$ cat src/rtl/pc_unit_gen2_if.sv
//------------------------------------------------------------------------------
// pc_unit_gen2_if : request/response bundle between the front end and the PC.
// Optional return-address-stack signals are present when PC_RAS_EN is defined.
// Revision: 1.0
//------------------------------------------------------------------------------
`default_nettype none

interface pc_unit_gen2_if #(
  parameter int XLEN = 32
);
  logic            stall;
  logic            redirect_valid;
  logic [XLEN-1:0] redirect_target;
  logic            trap_valid;
  logic            trap_ret;
  logic            halt_req;
  logic            resume;
  logic [XLEN-1:0] pc_out;
  logic [XLEN-1:0] pc_plus_step;
  logic [XLEN-1:0] epc_out;
  logic            misaligned;
  logic            halted;
`ifdef PC_RAS_EN
  logic            ras_push;
  logic            ras_pop;
  logic [XLEN-1:0] ras_top;
`endif

  modport master (
    output stall, redirect_valid, redirect_target, trap_valid, trap_ret,
           halt_req, resume,
`ifdef PC_RAS_EN
    output ras_push, ras_pop,
    input  ras_top,
`endif
    input  pc_out, pc_plus_step, epc_out, misaligned, halted
  );

  modport slave (
    input  stall, redirect_valid, redirect_target, trap_valid, trap_ret,
           halt_req, resume,
`ifdef PC_RAS_EN
    input  ras_push, ras_pop,
    output ras_top,
`endif
    output pc_out, pc_plus_step, epc_out, misaligned, halted
  );
endinterface

`default_nettype wire

$ cat src/rtl/pc_unit_gen2.sv
//------------------------------------------------------------------------------
// pc_unit_gen2 : program counter with stall, redirect, trap/EPC and halt FSM.
// Define PC_RAS_EN to add a 4-entry circular return-address stack.
// Revision: 1.0
//------------------------------------------------------------------------------
`default_nettype none

module pc_unit_gen2 #(
  parameter int              XLEN         = 32,
  parameter logic [XLEN-1:0] RESET_VECTOR = XLEN'(32'h0000_0000),
  parameter logic [XLEN-1:0] TRAP_VECTOR  = XLEN'(32'h0000_0100),
  parameter int              STEP         = 4
) (
  input wire logic      clk,
  input wire logic      rst,
  pc_unit_gen2_if.slave bus
);

  localparam logic [XLEN-1:0] c_STEP       = XLEN'(STEP);
  localparam logic [XLEN-1:0] c_ALIGN_MASK = XLEN'(STEP - 1);

  typedef enum logic [0:0] {
    ST_RUN  = 1'b0,
    ST_HALT = 1'b1
  } state_t;

  state_t          r_state;
  state_t          w_state_nxt;
  logic [XLEN-1:0] r_pc;
  logic [XLEN-1:0] r_epc;
  logic            r_mis;
  logic [XLEN-1:0] w_pc_nxt;
  logic [XLEN-1:0] w_epc_nxt;
  logic            w_mis_nxt;
  logic [XLEN-1:0] w_pc_plus;
  logic [XLEN-1:0] w_target;
  logic            w_target_mis;
  logic            w_run;

  assign w_run        = (r_state == ST_RUN);
  assign w_pc_plus    = r_pc + c_STEP;
  assign w_target_mis = |(w_target & c_ALIGN_MASK);

`ifdef PC_RAS_EN
  logic [XLEN-1:0] r_ras_mem [4];
  logic [1:0]      r_ras_ptr;
  logic [2:0]      r_ras_cnt;
  logic [1:0]      w_ras_ptr_inc;
  logic [XLEN-1:0] w_ras_top;
  logic            w_ras_push;
  logic            w_ras_pop;

  assign w_ras_ptr_inc = r_ras_ptr + 2'd1;
  assign w_ras_top     = (r_ras_cnt == 3'd0) ? '0 : r_ras_mem[r_ras_ptr];
  assign w_ras_push    = w_run && bus.ras_push;
  assign w_ras_pop     = w_run && bus.ras_pop;
  assign bus.ras_top   = w_ras_top;

  // Push+pop on a non-empty stack rewrites the top; otherwise a push wins.
  always_ff @(posedge clk) begin
    if (rst) begin
      r_ras_ptr <= 2'd0;
      r_ras_cnt <= 3'd0;
    end else if (w_ras_push && w_ras_pop && (r_ras_cnt != 3'd0)) begin
      r_ras_mem[r_ras_ptr] <= w_pc_plus;
    end else if (w_ras_push) begin
      r_ras_mem[w_ras_ptr_inc] <= w_pc_plus;
      r_ras_ptr                <= w_ras_ptr_inc;
      if (r_ras_cnt != 3'd4) r_ras_cnt <= r_ras_cnt + 3'd1;
    end else if (w_ras_pop && (r_ras_cnt != 3'd0)) begin
      r_ras_ptr <= r_ras_ptr - 2'd1;
      r_ras_cnt <= r_ras_cnt - 3'd1;
    end
  end

  always_comb begin
    w_target = bus.redirect_target;
    if (bus.ras_pop) w_target = w_ras_top;
  end
`else
  always_comb begin
    w_target = bus.redirect_target;
  end
`endif

  always_ff @(posedge clk) begin
    if (rst) r_state <= ST_RUN;
    else     r_state <= w_state_nxt;
  end

  always_comb begin
    w_state_nxt = r_state;
    w_pc_nxt    = r_pc;
    w_epc_nxt   = r_epc;
    w_mis_nxt   = 1'b0;
    case (r_state)
      ST_RUN: begin
        if (bus.trap_valid) begin
          w_epc_nxt = r_pc;
          w_pc_nxt  = TRAP_VECTOR;
        end else if (bus.trap_ret) begin
          w_pc_nxt = r_epc;
        end else if (bus.redirect_valid) begin
          if (w_target_mis) w_mis_nxt = 1'b1;
          else              w_pc_nxt  = w_target;
        end else if (!bus.stall) begin
          w_pc_nxt = w_pc_plus;
        end
        // The PC update above still lands on the halting edge.
        if (bus.halt_req && !bus.trap_valid) w_state_nxt = ST_HALT;
      end
      ST_HALT: begin
        if (bus.resume) w_state_nxt = ST_RUN;
      end
      default: w_state_nxt = ST_RUN;
    endcase
  end

  always_ff @(posedge clk) begin
    if (rst) begin
      r_pc  <= RESET_VECTOR;
      r_epc <= '0;
      r_mis <= 1'b0;
    end else begin
      r_pc  <= w_pc_nxt;
      r_epc <= w_epc_nxt;
      r_mis <= w_mis_nxt;
    end
  end

  assign bus.pc_out       = r_pc;
  assign bus.pc_plus_step = w_pc_plus;
  assign bus.epc_out      = r_epc;
  assign bus.misaligned   = r_mis;
  assign bus.halted       = (r_state == ST_HALT);

endmodule

`default_nettype wire

$ cat src/flat_wrapper.sv
// flat-port wrapper written by rule: the top's interface ports become plain ports
module pc_unit_gen2_flat 
#(
  parameter int              XLEN         = 32,
  parameter logic [XLEN-1:0] RESET_VECTOR = XLEN'(32'h0000_0000),
  parameter logic [XLEN-1:0] TRAP_VECTOR  = XLEN'(32'h0000_0100),
  parameter int              STEP         = 4
)
  (clk, rst, bus_stall, bus_redirect_valid, bus_redirect_target, bus_trap_valid, bus_trap_ret, bus_halt_req, bus_resume, bus_pc_out, bus_pc_plus_step, bus_epc_out, bus_misaligned, bus_halted);
  pc_unit_gen2_if #(.XLEN(XLEN)) bus_i ();
  input wire logic clk;
  input wire logic rst;
  input wire logic [$bits(bus_i.stall)-1:0] bus_stall;
  input wire logic [$bits(bus_i.redirect_valid)-1:0] bus_redirect_valid;
  input wire logic [$bits(bus_i.redirect_target)-1:0] bus_redirect_target;
  input wire logic [$bits(bus_i.trap_valid)-1:0] bus_trap_valid;
  input wire logic [$bits(bus_i.trap_ret)-1:0] bus_trap_ret;
  input wire logic [$bits(bus_i.halt_req)-1:0] bus_halt_req;
  input wire logic [$bits(bus_i.resume)-1:0] bus_resume;
  output wire logic [$bits(bus_i.pc_out)-1:0] bus_pc_out;
  output wire logic [$bits(bus_i.pc_plus_step)-1:0] bus_pc_plus_step;
  output wire logic [$bits(bus_i.epc_out)-1:0] bus_epc_out;
  output wire logic [$bits(bus_i.misaligned)-1:0] bus_misaligned;
  output wire logic [$bits(bus_i.halted)-1:0] bus_halted;
  assign bus_i.stall = bus_stall;
  assign bus_i.redirect_valid = bus_redirect_valid;
  assign bus_i.redirect_target = bus_redirect_target;
  assign bus_i.trap_valid = bus_trap_valid;
  assign bus_i.trap_ret = bus_trap_ret;
  assign bus_i.halt_req = bus_halt_req;
  assign bus_i.resume = bus_resume;
  assign bus_pc_out = bus_i.pc_out;
  assign bus_pc_plus_step = bus_i.pc_plus_step;
  assign bus_epc_out = bus_i.epc_out;
  assign bus_misaligned = bus_i.misaligned;
  assign bus_halted = bus_i.halted;
  pc_unit_gen2 #(.XLEN(XLEN), .RESET_VECTOR(RESET_VECTOR), .TRAP_VECTOR(TRAP_VECTOR), .STEP(STEP)) u_core (.clk(clk), .rst(rst), .bus(bus_i));
endmodule
$ cat config.mk
export PLATFORM = sky130hd
export DESIGN_NAME = pc_unit_gen2_flat
export DESIGN_NICKNAME = d
export VERILOG_FILES = /design/src/rtl/pc_unit_gen2_if.sv /design/src/rtl/pc_unit_gen2.sv /design/src/flat_wrapper.sv
export SDC_FILE = /design/constraint.sdc
export NUM_CORES = 1
export LEC_CHECK = 0
export ABC_AREA = 1
export ABC_CLOCK_PERIOD_IN_PS = 3200
export CORE_ASPECT_RATIO = 1.5
export CORE_MARGIN = 3
export CORE_UTILIZATION = 30
export CTS_CLUSTER_DIAMETER = 100
export CTS_CLUSTER_SIZE = 40
export DETAILED_ROUTE_END_ITERATION = 10
export GPL_ROUTABILITY_DRIVEN = 0
export GPL_TIMING_DRIVEN = 0
export PLACE_DENSITY = 0.69
export RECOVER_POWER = 100
export SYNTH_ARGS = -nofsm -noshare
export SYNTH_HDL_FRONTEND = slang
export SYNTH_SLANG_ARGS = --single-unit
$ cat constraint.sdc
create_clock -name clk -period 3.2 [get_ports clk]
set_input_delay 0.32 -clock clk [delete_from_list [all_inputs] [get_ports clk]]
set_output_delay 0.32 -clock clk [all_outputs]
set_load 0.1 [all_outputs]
==> summary.md, run 1 <==
| Metric | Value |
|---|---|
| Post-Syn Instances | `583` |
| FMAX | `~0.32 GHz` |
| Final Non-Filler Cells | `slightly below 900` |
| Antenna Cells | `0` |
| Via count | `~4400` |
| Max cap viols | `0` |
| CP Launch Type | `register` |
| CP max FO | `6` |
| Core area | `12100 um^2` |
| Setup TNS | `0 ns` |
| Worst skew pair latency | `0.34 ns` |
| Final setup viols | `0` |
| Die Height | `142 um` |
| H-tree level count | `3` |
| P&R area growth vs syn | `46.0%` |
| Initial Utilization | `0.308` |
| RSZ-0062 raised after global routing | `no` |
| Share of cells above drive strength 1 | `0.0653` |
| CTS Buf Count | `9` |
| I/O Buffers | `136` |
| Initial detailed-routing violation count | `approximately 240` |
| Die area | `13800 um^2` |
| Mapped cell area | `~3700 um^2` |
| Drt first pass iters | `5` |
| Max-slew headroom | `0.205` |
| Clock slew at reported path FFs | `0.06 ns` |
| Routed Wire Length | `14400 um` |
| Sequential area share after synthesis | `0.355` |
| Tcrit/Tclk final | `0.964` |
| Initial antenna violation count | `0` |
| Post-synthesis register bit count | `66` |
| Crit-path cells | `ha_1 -> nand2_1 -> nor2_2 -> nand2_2 -> nor2_2 -> nand3_1 -> nand2_1 -> clkdlybuf4s15_1` |
| Status | `finished clean` |
| Congestion Overflow GR | `0` |
| Avg WL per Cell | `16.3 um` |
| Leak Pwr | `0.00225 uW` |
| Die W | `~97 um` |
| Clock Sinks | `66` |
| Clock Skews | `0.00632 ns` |
| Drc violations | `0` |
| PwrDens | `537 nW/um^2` |
| Hold Path Origin | `rst` |
| Largest stage delay on the critical path | `0.83 ns` |
| Largest net degree at the start of global routing | `12` |
| Antenna Nets Post-Route | `0` |
| CTS tree | `built` |
| Nets@finish | `771` |
| Unique masters post-synth | `32` |
| Arr. time, crit path | `2.77 ns` |
| WP data required | `between 2 and 3 ns` |
| Inst Count DP | `872` |
| DP HPWL | `11100 um` |
| Tightest Hold Check Type | `in2reg` |
| Fill cells | `1268` |
| Pins Over Slew Limit | `0` |
| Io pins | `138` |
| Hold buffers post-CTS | `0` |
| Vias/cell | `~5` |
| Critical path's slowest cell | `clkdlybuf4s15_1` |
| Crit end category | `primary output` |
| Syn_nets | `624` |
| Max VDD drop | `0.257 mV` |
| Final critical-path required period | `3.09 ns` |
| Clock Path Buffers | `2` |
| Vias in the first global route | `between 4000 and 5000` |
| Post-Syn Area per Cell | `approximately 6.4 um^2` |
| Clock root buffer master | `clkbuf_16` |
| CP Launch Point | `u_core.bus.pc_out[2]` |
| YS warnings | `0` |
| First-pass GRT wire length | `22700 um` |
| Final hold violations | `0` |
| Reg2reg start | `u_core.bus.halted` |
| Critical path class | `reg2out` |
| Worst Tran Pin Value | `1.20 ns` |
| Rows | `49` |
| GRT Util Overall | `0.208` |
==> layer usage <==
layer | global-route usage | wire length (um) | vias up
li1 | - | - | 2206
met1 | 0.236 | 5770 | 2067
met2 | 0.387 | 7590 | 142
met3 | 0.0363 | 685 | 32
met4 | 0.0769 | 393 | 0
met5 | 0 | 0 | -
==> worst max-delay path: cells and delay by family, from the launching register on <==
kind	cells	cell delay [ns]
flops	1	0.45
buf+inv	1	0.83
simple gates	6	0.87
fa+ha+maj	1	0.27
==> cells in the mapped netlist <==
| master | n | area, um^2 |
|---|---|---|
| nor2_1 | 87 | 327 |
| a31oi_1 | 1 | 6.26 |
| nor2_2 | 9 | 56.3 |
| o221ai_1 | 1 | 8.76 |
| a22oi_1 | 4 | 30.0 |
| nand2_1 | 155 | 582 |
| buf_2 | 6 | 30.0 |
| o32ai_1 | 1 | 8.76 |
| nand2_2 | 4 | 25.0 |
| clkbuf_1 | 14 | 52.6 |
| a21boi_0 | 1 | 7.51 |
| nand3_1 | 35 | 175 |
| ha_1 | 1 | 12.5 |
| buf_1 | 3 | 11.3 |
| inv_2 | 5 | 18.8 |
| a21oi_1 | 49 | 245 |
| o21bai_1 | 2 | 15.0 |
| buf_4 | 5 | 37.5 |
| xnor2_1 | 3 | 26.3 |
| o21ai_0 | 43 | 215 |
| or2_2 | 1 | 6.26 |
| dfxtp_1 | 66 | 1320 |
| o21ai_2 | 1 | 8.76 |
| nor2_4 | 3 | 33.8 |
| or2_1 | 1 | 6.26 |
| nand3_4 | 1 | 17.5 |
| inv_1 | 40 | 150 |
| xor2_1 | 5 | 43.8 |
| o22ai_1 | 28 | 175 |
| nand3b_1 | 5 | 37.5 |
| and2_1 | 1 | 6.26 |
| buf_6 | 2 | 22.5 |
==> path summary, 6_finish.rpt <==
path / to / slack [ns] / depth (start not counted)
hold / removal: u_core.bus.pc_out[31] / 0.30 / 2
hold reg to reg: u_core.bus.pc_out[31] / 0.50 / 2
setup / recovery: bus_pc_plus_step[30] / 0.11 / 8
setup reg to reg: u_core.bus.pc_out[28] / 0.97 / 8
==> power by group <==
part	total [uW]	internal, uW	switching (uW)
Combinational	999	216	783
Sequential	939	877	62.5
Clock	980	600	380
==> cells by family (layout without fill, tap and decap cells) <==
group,after synthesis,count (layout),synth area share
fa+ha+maj,1,1,0.00336
simple gates,302,302,0.342
compound gates,131,131,0.194
xor+xnor,8,8,0.0188
buf+inv,75,227,0.0868
flops,66,66,0.355
==> stage by stage <==
stage | hold slack [ns] | utilization | worst slack [ns] | instance area, um^2 | power (uW)
after floorplan | 0.438 | - | 0.0700 | 3750 | 1720
after global placement | 0.488 | 0.439 | 0.156 | 5300 | 2000
after detailed placement | 0.496 | 0.439 | 0.143 | 5300 | 2000
after CTS | 0.300 | 0.462 | 0.00401 | 5580 | 2970
after global routing | 0.337 | 0.450 | 0.0242 | 5430 | 3010
final | 0.303 | 0.450 | 0.114 | 5430 | 2920
==> state kept, by name, indices dropped and copies added (netlist names) <==
register / count
u_core.bus.epc_out: 32
u_core.bus.misaligned: 1
u_core.bus.pc_out: 32
u_core.bus.halted: 1
==> what timing repair did <==
item                       in CTS  in global routing
gates resized for setup        10                 20
hold endpoints to repair        0                  0
pin swaps                       0                  0
setup endpoints to repair      10                 16
buffers inserted                0                  0
==> cell usage in the layout, fill, tap and decap left out, types with 6 or more instances in the layout <==
cell,synthesis,layout
nand2_1,155,156
nor2_1,87,91
dlygate4sd3_1,0,76
dfxtp_1,66,66
a21oi_1,49,49
o21ai_0,43,43
inv_1,40,42
clkdlybuf4s50_1,0,39
nand3_1,35,36
clkbuf_1,14,33
o22ai_1,28,28
clkbuf_16,0,9
nor2_2,9,6
buf_2,6,6
==> layout make-up <==
| type | instances | area (um^2) | area share |
|---|---|---|---|
| plain buffers | 30 | 135 | 0.0249 |
| multi-input cells | 442 | 2080 | 0.382 |
| clock inverters | 5 | 55.1 | 0.0101 |
| repair buffers | 136 | 1250 | 0.230 |
| clock buffers | 11 | 233 | 0.0428 |
| flip-flops and latches | 66 | 1320 | 0.243 |
| inverters | 45 | 169 | 0.0311 |
| well taps | 153 | 191 | 0.0352 |
Power figures use the tool's default switching activity.
==> run 2: changes to the inputs <==
CELL_PAD_IN_SITES_DETAIL_PLACEMENT = 1   (was unset)
CELL_PAD_IN_SITES_GLOBAL_PLACEMENT = 1   (was unset)
GPL_TIMING_DRIVEN = unset   (was 0)
PLACE_DENSITY = 0.91   (was 0.69)
==> summary.md, run 2 (synthesis results as in run 1) <==
| Metric | Value |
|---|---|
| Die Height | `142 um (unchanged)` |
| P&R area growth vs syn | `40.0% (was 46.0%)` |
| Initial Utilization | `0.308 (unchanged)` |
| Status | `finished clean (unchanged)` |
| Routed Wire Length | `15800 um (was 14400 um)` |
| Inst Count DP | `849 (was 872)` |
| Drc violations | `0 (unchanged)` |
| CP Launch Type | `register (unchanged)` |
| PwrDens | `559 nW/um^2 (was 537 nW/um^2)` |
| Core Util, Final | `0.431 (was 0.450)` |
| Die W | `96.9 um (unchanged)` |
| Final instance area | `5210 um^2 (was 5430 um^2)` |
| Clock Path Buffers | `2 (unchanged)` |
| Clock Sinks | `66 (unchanged)` |
| Clock Skews | `0.00356 ns (was 0.00632 ns)` |
| Vias/cell | `5.27 (was 5.01)` |
| WP data required | `2.88 ns (about the same)` |
| Share of cells above drive strength 1 | `0.0830 (was 0.0653)` |
| Hold buffers post-CTS | `0 (unchanged)` |
| # Post-CTS Setup Buffers | `0 (unchanged)` |
| Largest stage delay on the critical path | `0.46 ns (was 0.83 ns)` |
| Avg WL per Cell | `18.2 um (was 16.3 um)` |
| Net Switching | `1220 uW (was 1230 uW)` |
| Largest delay contributor family on the critical path | `simple AND/OR/NAND/NOR gates (unchanged)` |
| Critical path's slowest cell | `dfxtp_1 (was clkdlybuf4s15_1)` |
| Clock root buffer master | `clkbuf_16 (unchanged)` |
| Rows | `49 (unchanged)` |
| Final setup viols | `0 (unchanged)` |
| Net Sw Frac | `0.418 (was 0.420)` |
| First-pass GRT wire length | `25500 um (was 22700 um)` |
| Most common cell on crit path | `nand2_1` |
| Most common cell after layout, fill and taps aside | `nand2_1 (unchanged)` |
| Final critical-path required period | `2.84 ns (was 3.09 ns)` |
| Core area | `12100 um^2 (unchanged)` |
| Multi-input gate area | `2080 um^2 (about the same)` |
| Leak Pwr | `0.00213 uW (was 0.00225 uW)` |
| H-tree level count | `3 (unchanged)` |
| Comb pwr share | `0.339 (was 0.342)` |
| Max cap viols | `0 (unchanged)` |
| Fill cells | `1571 (was 1268)` |
| Worst Tran Pin Value | `1.22 ns (was 1.20 ns)` |
| Most frequent cells in the layout | `nand2_1, nor2_1, dfxtp_1, dlygate4sd3_1, a21oi_1 (was nand2_1, nor2_1, dlygate4sd3_1, dfxtp_1, a21oi_1)` |
| Final hold violations | `0 (unchanged)` |
| Drt first pass iters | `4 (was 5)` |
| Tcrit/Tclk final | `0.888 (was 0.964)` |
| RSZ-0062 raised after global routing | `no (unchanged)` |
| Clock slew at reported path FFs | `0.05 ns (was 0.06 ns)` |
| Final Non-Filler Cells | `864 (was 888)` |
| Antenna Nets Post-Route | `0 (unchanged)` |
| Initial detailed-routing violation count | `201 (was 236)` |
| Int Pwr | `1690 uW (about the same)` |
| Antenna Cells | `0 (unchanged)` |
| Crit path buf inv count | `1 (unchanged)` |
| Clock Power Share | `0.337 (was 0.336)` |
| Die area | `13800 um^2 (unchanged)` |
| Arr. time, crit path | `2.52 ns (was 2.77 ns)` |
| Setup TNS | `0 ns (unchanged)` |
| DP HPWL | `11700 um (was 11100 um)` |
| Io pins | `138 (unchanged)` |
| Sequential cell area | `1320 um^2 (unchanged)` |
| I/O Buffers | `137 (was 136)` |
| Max VDD drop | `0.239 mV (was 0.257 mV)` |
| Largest net degree at the start of global routing | `55 (was 12)` |
| Tightest Hold Check Type | `reg2reg (was in2reg)` |
| CTS Buf Count | `9 (unchanged)` |
| Congestion Overflow GR | `0 (unchanged)` |
| Pins Over Slew Limit | `0 (unchanged)` |
| Max-slew headroom | `0.189 (was 0.205)` |
| FMAX | `0.352 GHz (was 0.324 GHz)` |
| CP max FO | `6 (unchanged)` |
| Critical path class | `reg2out (unchanged)` |
| DP Area | `5080 um^2 (was 5300 um^2)` |
| CTS tree | `built (unchanged)` |
| Sequential power share | `0.324 (was 0.322)` |
| Post-CTS Resized | `0 (was 10)` |
| Via count | `4550 (was 4447)` |
| Crit end category | `primary output (unchanged)` |
| Vias in the first global route | `5060 (was 4335)` |
| Initial antenna violation count | `0 (unchanged)` |
| GRT Util Overall | `0.230 (was 0.208)` |
| Nets@finish | `748 (was 771)` |
| Crit-path cells | `ha_1 -> nand2_1 -> nor2_2 -> nand2_1 -> nor2_1 -> nand3_1 -> nand2_1 -> buf_4 (was ha_1 -> nand2_1 -> nor2_2 -> nand2_2 -> nor2_2 -> nand3_1 -> nand2_1 -> clkdlybuf4s15_1)` |
| Worst skew pair latency | `0.34 ns (about the same)` |
## run 2: changes by cell type in the layout (fill, tap and decap cells not counted), sizes merged
| cell | before | now |
|---|---|---|
| clkinvlp | 2 | 0 |
| dlygate4sd2 | 2 | 0 |
| clkdlybuf4s15 | 1 | 0 |
| clkdlybuf4s50 | 39 | 37 |
| dlygate4sd3 | 76 | 50 |
| buf | 13 | 17 |
| clkbuf | 46 | 51 |
## run 2: path summary, 6_finish.rpt
check / start / to / slack (ns) / depth (start not counted)
setup reg to reg: u_core.bus.pc_out[2] / u_core.bus.pc_out[30] / 1.02 / 9
hold / removal: u_core.bus.pc_out[31] / u_core.bus.epc_out[31] / 0.53 / 2
hold reg to reg: u_core.bus.pc_out[31] / u_core.bus.epc_out[31] / 0.53 / 2
setup / recovery: u_core.bus.pc_out[2] / bus_pc_plus_step[30] / 0.36 / 8
## run 2: power by group through the flow
stage	logic [uW]	clock network (uW)	registers [uW]
after floorplan	390	0	1330
after global placement	1010	0	958
after detailed placement	1020	0	961
after CTS	1030	990	944
after global routing	1030	1020	951
final	986	981	942
## run 2: final cells by class
cell class                      instances  share of cell area
Sequential cell                        66               0.254
Tap cell                              153              0.0368
Timing Repair Buffer                  143               0.222
Clock inverter                          3             0.00769
Clock buffer                           12              0.0473
Inverter                               45              0.0324
Multi-Input combinational cell        442               0.400
## run 2: metal layers
layer | share of wire | wire length, um | vias up | GRT usage
li1 | - | - | 2155 | -
met1 | 0.36 | 5720 | 2206 | 0.223
met2 | 0.55 | 8660 | 140 | 0.450
met3 | 0.038 | 604 | 49 | 0.0417
met4 | 0.049 | 773 | 0 | 0.133
met5 | 0 | 0 | - | 0
## run 2: worst min-delay path: stages (launching register included)
cell and delay (ns):
dfxtp_1 0.33, inv_1 0.08, a21oi_1 0.06
## run 2: stage by stage
step / total power (uW) / hold slack (ns) / setup slack (ns)
floorplan: 1720 / 0.438 / 0.0700
global placement: 1970 / 0.485 / 0.882
detailed placement: 1980 / 0.515 / 0.707
CTS: 2960 / 0.534 / 0.502
global route: 3010 / 0.550 / 0.205
finish: 2910 / 0.528 / 0.360
==> run 3: changes to the inputs <==
GPL_TIMING_DRIVEN = 0   (was unset)
SLEW_MARGIN = 20   (was unset)
==> summary.md, run 3 (synthesis results as in run 1) <==
| Metric | Value |
|---|---|
| Initial Utilization | `0.308 (unchanged)` |
| Met1 GRT Util | `0.260 (was 0.223)` |
| Final critical-path required period | `3.07 ns (was 2.84 ns)` |
| Via count | `4690 (was 4550)` |
| Setup TNS | `0 ns (unchanged)` |
| Die W | `96.9 um (unchanged)` |
| First-pass GRT wire length | `27300 um (was 25500 um)` |
| H-tree level count | `3 (unchanged)` |
| CTS Buf Count | `9 (unchanged)` |
| Rows | `49 (unchanged)` |
| Status | `finished clean (unchanged)` |
| Leak Pwr | `0.00226 uW (was 0.00213 uW)` |
| RSZ-0062 raised after global routing | `no (unchanged)` |
| Most frequent cells in the layout | `nand2_1, nor2_1, dlygate4sd3_1, dfxtp_1, a21oi_1 (was nand2_1, nor2_1, dfxtp_1, dlygate4sd3_1, a21oi_1)` |
| I/O Buffers | `136 (was 137)` |
| Avg WL per Cell | `19.4 um (was 18.2 um)` |
| Hold worst-path end | `u_core.bus.pc_out[31] (was u_core.bus.epc_out[31])` |
| Routed Wire Length | `17200 um (was 15800 um)` |
| # Post-CTS Setup Buffers | `0 (unchanged)` |
| Final setup viols | `0 (unchanged)` |
| Final hold violations | `0 (unchanged)` |
| Clock slew at reported path FFs | `0.06 ns (was 0.05 ns)` |
| Largest stage delay on the critical path | `1.20 ns (was 0.46 ns)` |
| Critical path class | `reg2out (unchanged)` |
| Clock Path Buffers | `2 (unchanged)` |
| GR peak layer | `met2 (unchanged)` |
| P&R area growth vs syn | `46.4% (was 40.0%)` |
| Pre-CTS setup slack | `0.0698 ns (was 0.707 ns)` |
| Initial detailed-routing violation count | `173 (was 201)` |
| Congestion Overflow GR | `0 (unchanged)` |
| Max VDD drop | `0.250 mV (was 0.239 mV)` |
| Worst skew pair latency | `0.34 ns (about the same)` |
| Arr. time, crit path | `2.75 ns (was 2.52 ns)` |
| Share of cells above drive strength 1 | `0.0736 (was 0.0830)` |
| Hold Path Stages | `2 (unchanged)` |
| Largest net degree at the start of global routing | `11 (was 55)` |
| Reg2reg start | `u_core.bus.halted (was u_core.bus.pc_out[2])` |
| Met3 Use GR | `0.0456 (was 0.0417)` |
| WP data required | `2.88 ns (about the same)` |
| Clock Skews | `0.00542 ns (was 0.00356 ns)` |
| Total Power | `3000 uW (was 2910 uW)` |
| Hold buffers post-CTS | `0 (unchanged)` |
| DP HPWL | `13000 um (was 11700 um)` |
| Clock root buffer master | `clkbuf_16 (unchanged)` |
| Largest delay contributor family on the critical path | `buffers and inverters (was simple AND/OR/NAND/NOR gates)` |
| Hold Path Origin | `rst (was u_core.bus.pc_out[31])` |
| Vias/cell | `5.29 (was 5.27)` |
| Grt met2 use | `0.451 (was 0.450)` |
| Worst r2r dst | `u_core.bus.pc_out[15] (was u_core.bus.pc_out[30])` |
| Worst Tran Pin Value | `1.22 ns (about the same)` |
| Vias in the first global route | `5268 (was 5060)` |
| Tcrit/Tclk final | `0.960 (was 0.888)` |
| Reg2Reg Depth | `8 (was 9)` |
| Die Height | `142 um (unchanged)` |
| Pins Over Slew Limit | `0 (unchanged)` |
| CTS tree | `built (unchanged)` |
| Die area | `13800 um^2 (unchanged)` |
| Max cap viols | `0 (unchanged)` |
| Nets@finish | `771 (was 748)` |
| PnR worst setup slack | `0.129 ns (was 0.360 ns)` |
| Crit end category | `primary output (unchanged)` |
| Drc violations | `0 (unchanged)` |
| Flop2flop setup slack | `0.80 ns (was 1.02 ns)` |
| FMAX | `0.326 GHz (was 0.352 GHz)` |
| Core area | `12100 um^2 (unchanged)` |
| Tightest Hold Check Type | `in2reg (was reg2reg)` |
| Antenna Cells | `0 (unchanged)` |
| Io pins | `138 (unchanged)` |
| GRT Util Overall | `0.249 (was 0.230)` |
| Antenna Nets Post-Route | `0 (unchanged)` |
| Critical path's slowest cell | `dlygate4sd3_1 (was dfxtp_1)` |
| Crit-path cells | `inv_2 -> nor2_2 -> nand2_2 -> xor2_1 -> inv_1 -> dlygate4sd3_1 (was ha_1 -> nand2_1 -> nor2_2 -> nand2_1 -> nor2_1 -> nand3_1 -> nand2_1 -> buf_4)` |
| Clock Sinks | `66 (unchanged)` |
| Fill cells | `1575 (was 1571)` |
| PwrDens | `551 nW/um^2 (was 559 nW/um^2)` |
| CP Launch Type | `register (unchanged)` |
| Most common cell after layout, fill and taps aside | `nand2_1 (unchanged)` |
| Initial antenna violation count | `0 (unchanged)` |
| Max-slew headroom | `0.189 (about the same)` |
| CP max FO | `6 (unchanged)` |
| Crit path buf inv count | `3 (was 1)` |
| Drt first pass iters | `4 (unchanged)` |
[run 3: repair_timing]
item,4_1_cts,5_1_grt
endpoints found under the setup margin,17,13
pin swaps,0,0
resized for setup,21,18
[run 3: final cells by class]
class                   instances  area, um^2  share of cell area
repair buffers                136        1250               0.229
well taps                     153         191              0.0351
inverters                      45         169              0.0310
flip-flops and latches         66        1320               0.243
multi-input cells             442        2080               0.381
plain buffers                  30         138              0.0253
clock inverters                 2        35.0             0.00643
clock buffers                  13         270              0.0496
[run 3: per-layer routing]
metal / share of wire / up-vias
met3: 0.044 / 62
li1: - / 2189
met5: 0 / -
met1: 0.38 / 2277
met2: 0.52 / 162
met4: 0.055 / 0
[run 3: where the power goes]
part,internal (uW),total [uW],switching [uW]
Clock,662,1040,376
Combinational,216,1020,805
Sequential,877,940,63.5
Total,1750,3000,1240
[run 3: how the worst max path moves through the flow]
stage	from	to	slack (ns)	cells after the start
after floorplan	u_core.bus.pc_out[2]	bus_pc_plus_step[31]	0.07	6
final	u_core.bus.pc_out[2]	bus_pc_plus_step[9]	0.13	6
after global routing	u_core.bus.pc_out[6]	bus_pc_plus_step[19]	0.01	7
after global placement	u_core.bus.pc_out[2]	bus_pc_plus_step[24]	0.10	8
after detailed placement	u_core.bus.pc_out[2]	bus_pc_plus_step[24]	0.07	8
after CTS	u_core.bus.pc_out[2]	bus_pc_plus_step[16]	0.001	8
[run 3: stage by stage]
stage                     utilization  cell area (um^2)  std cells  hold WS, ns
final                           0.451              5450        887        0.359
after global placement          0.439              5300        872        0.491
after CTS                       0.463              5590        887        0.355
after floorplan                     -              3750        583        0.438
after global routing            0.451              5450        887        0.400
after detailed placement        0.439              5300        872        0.506
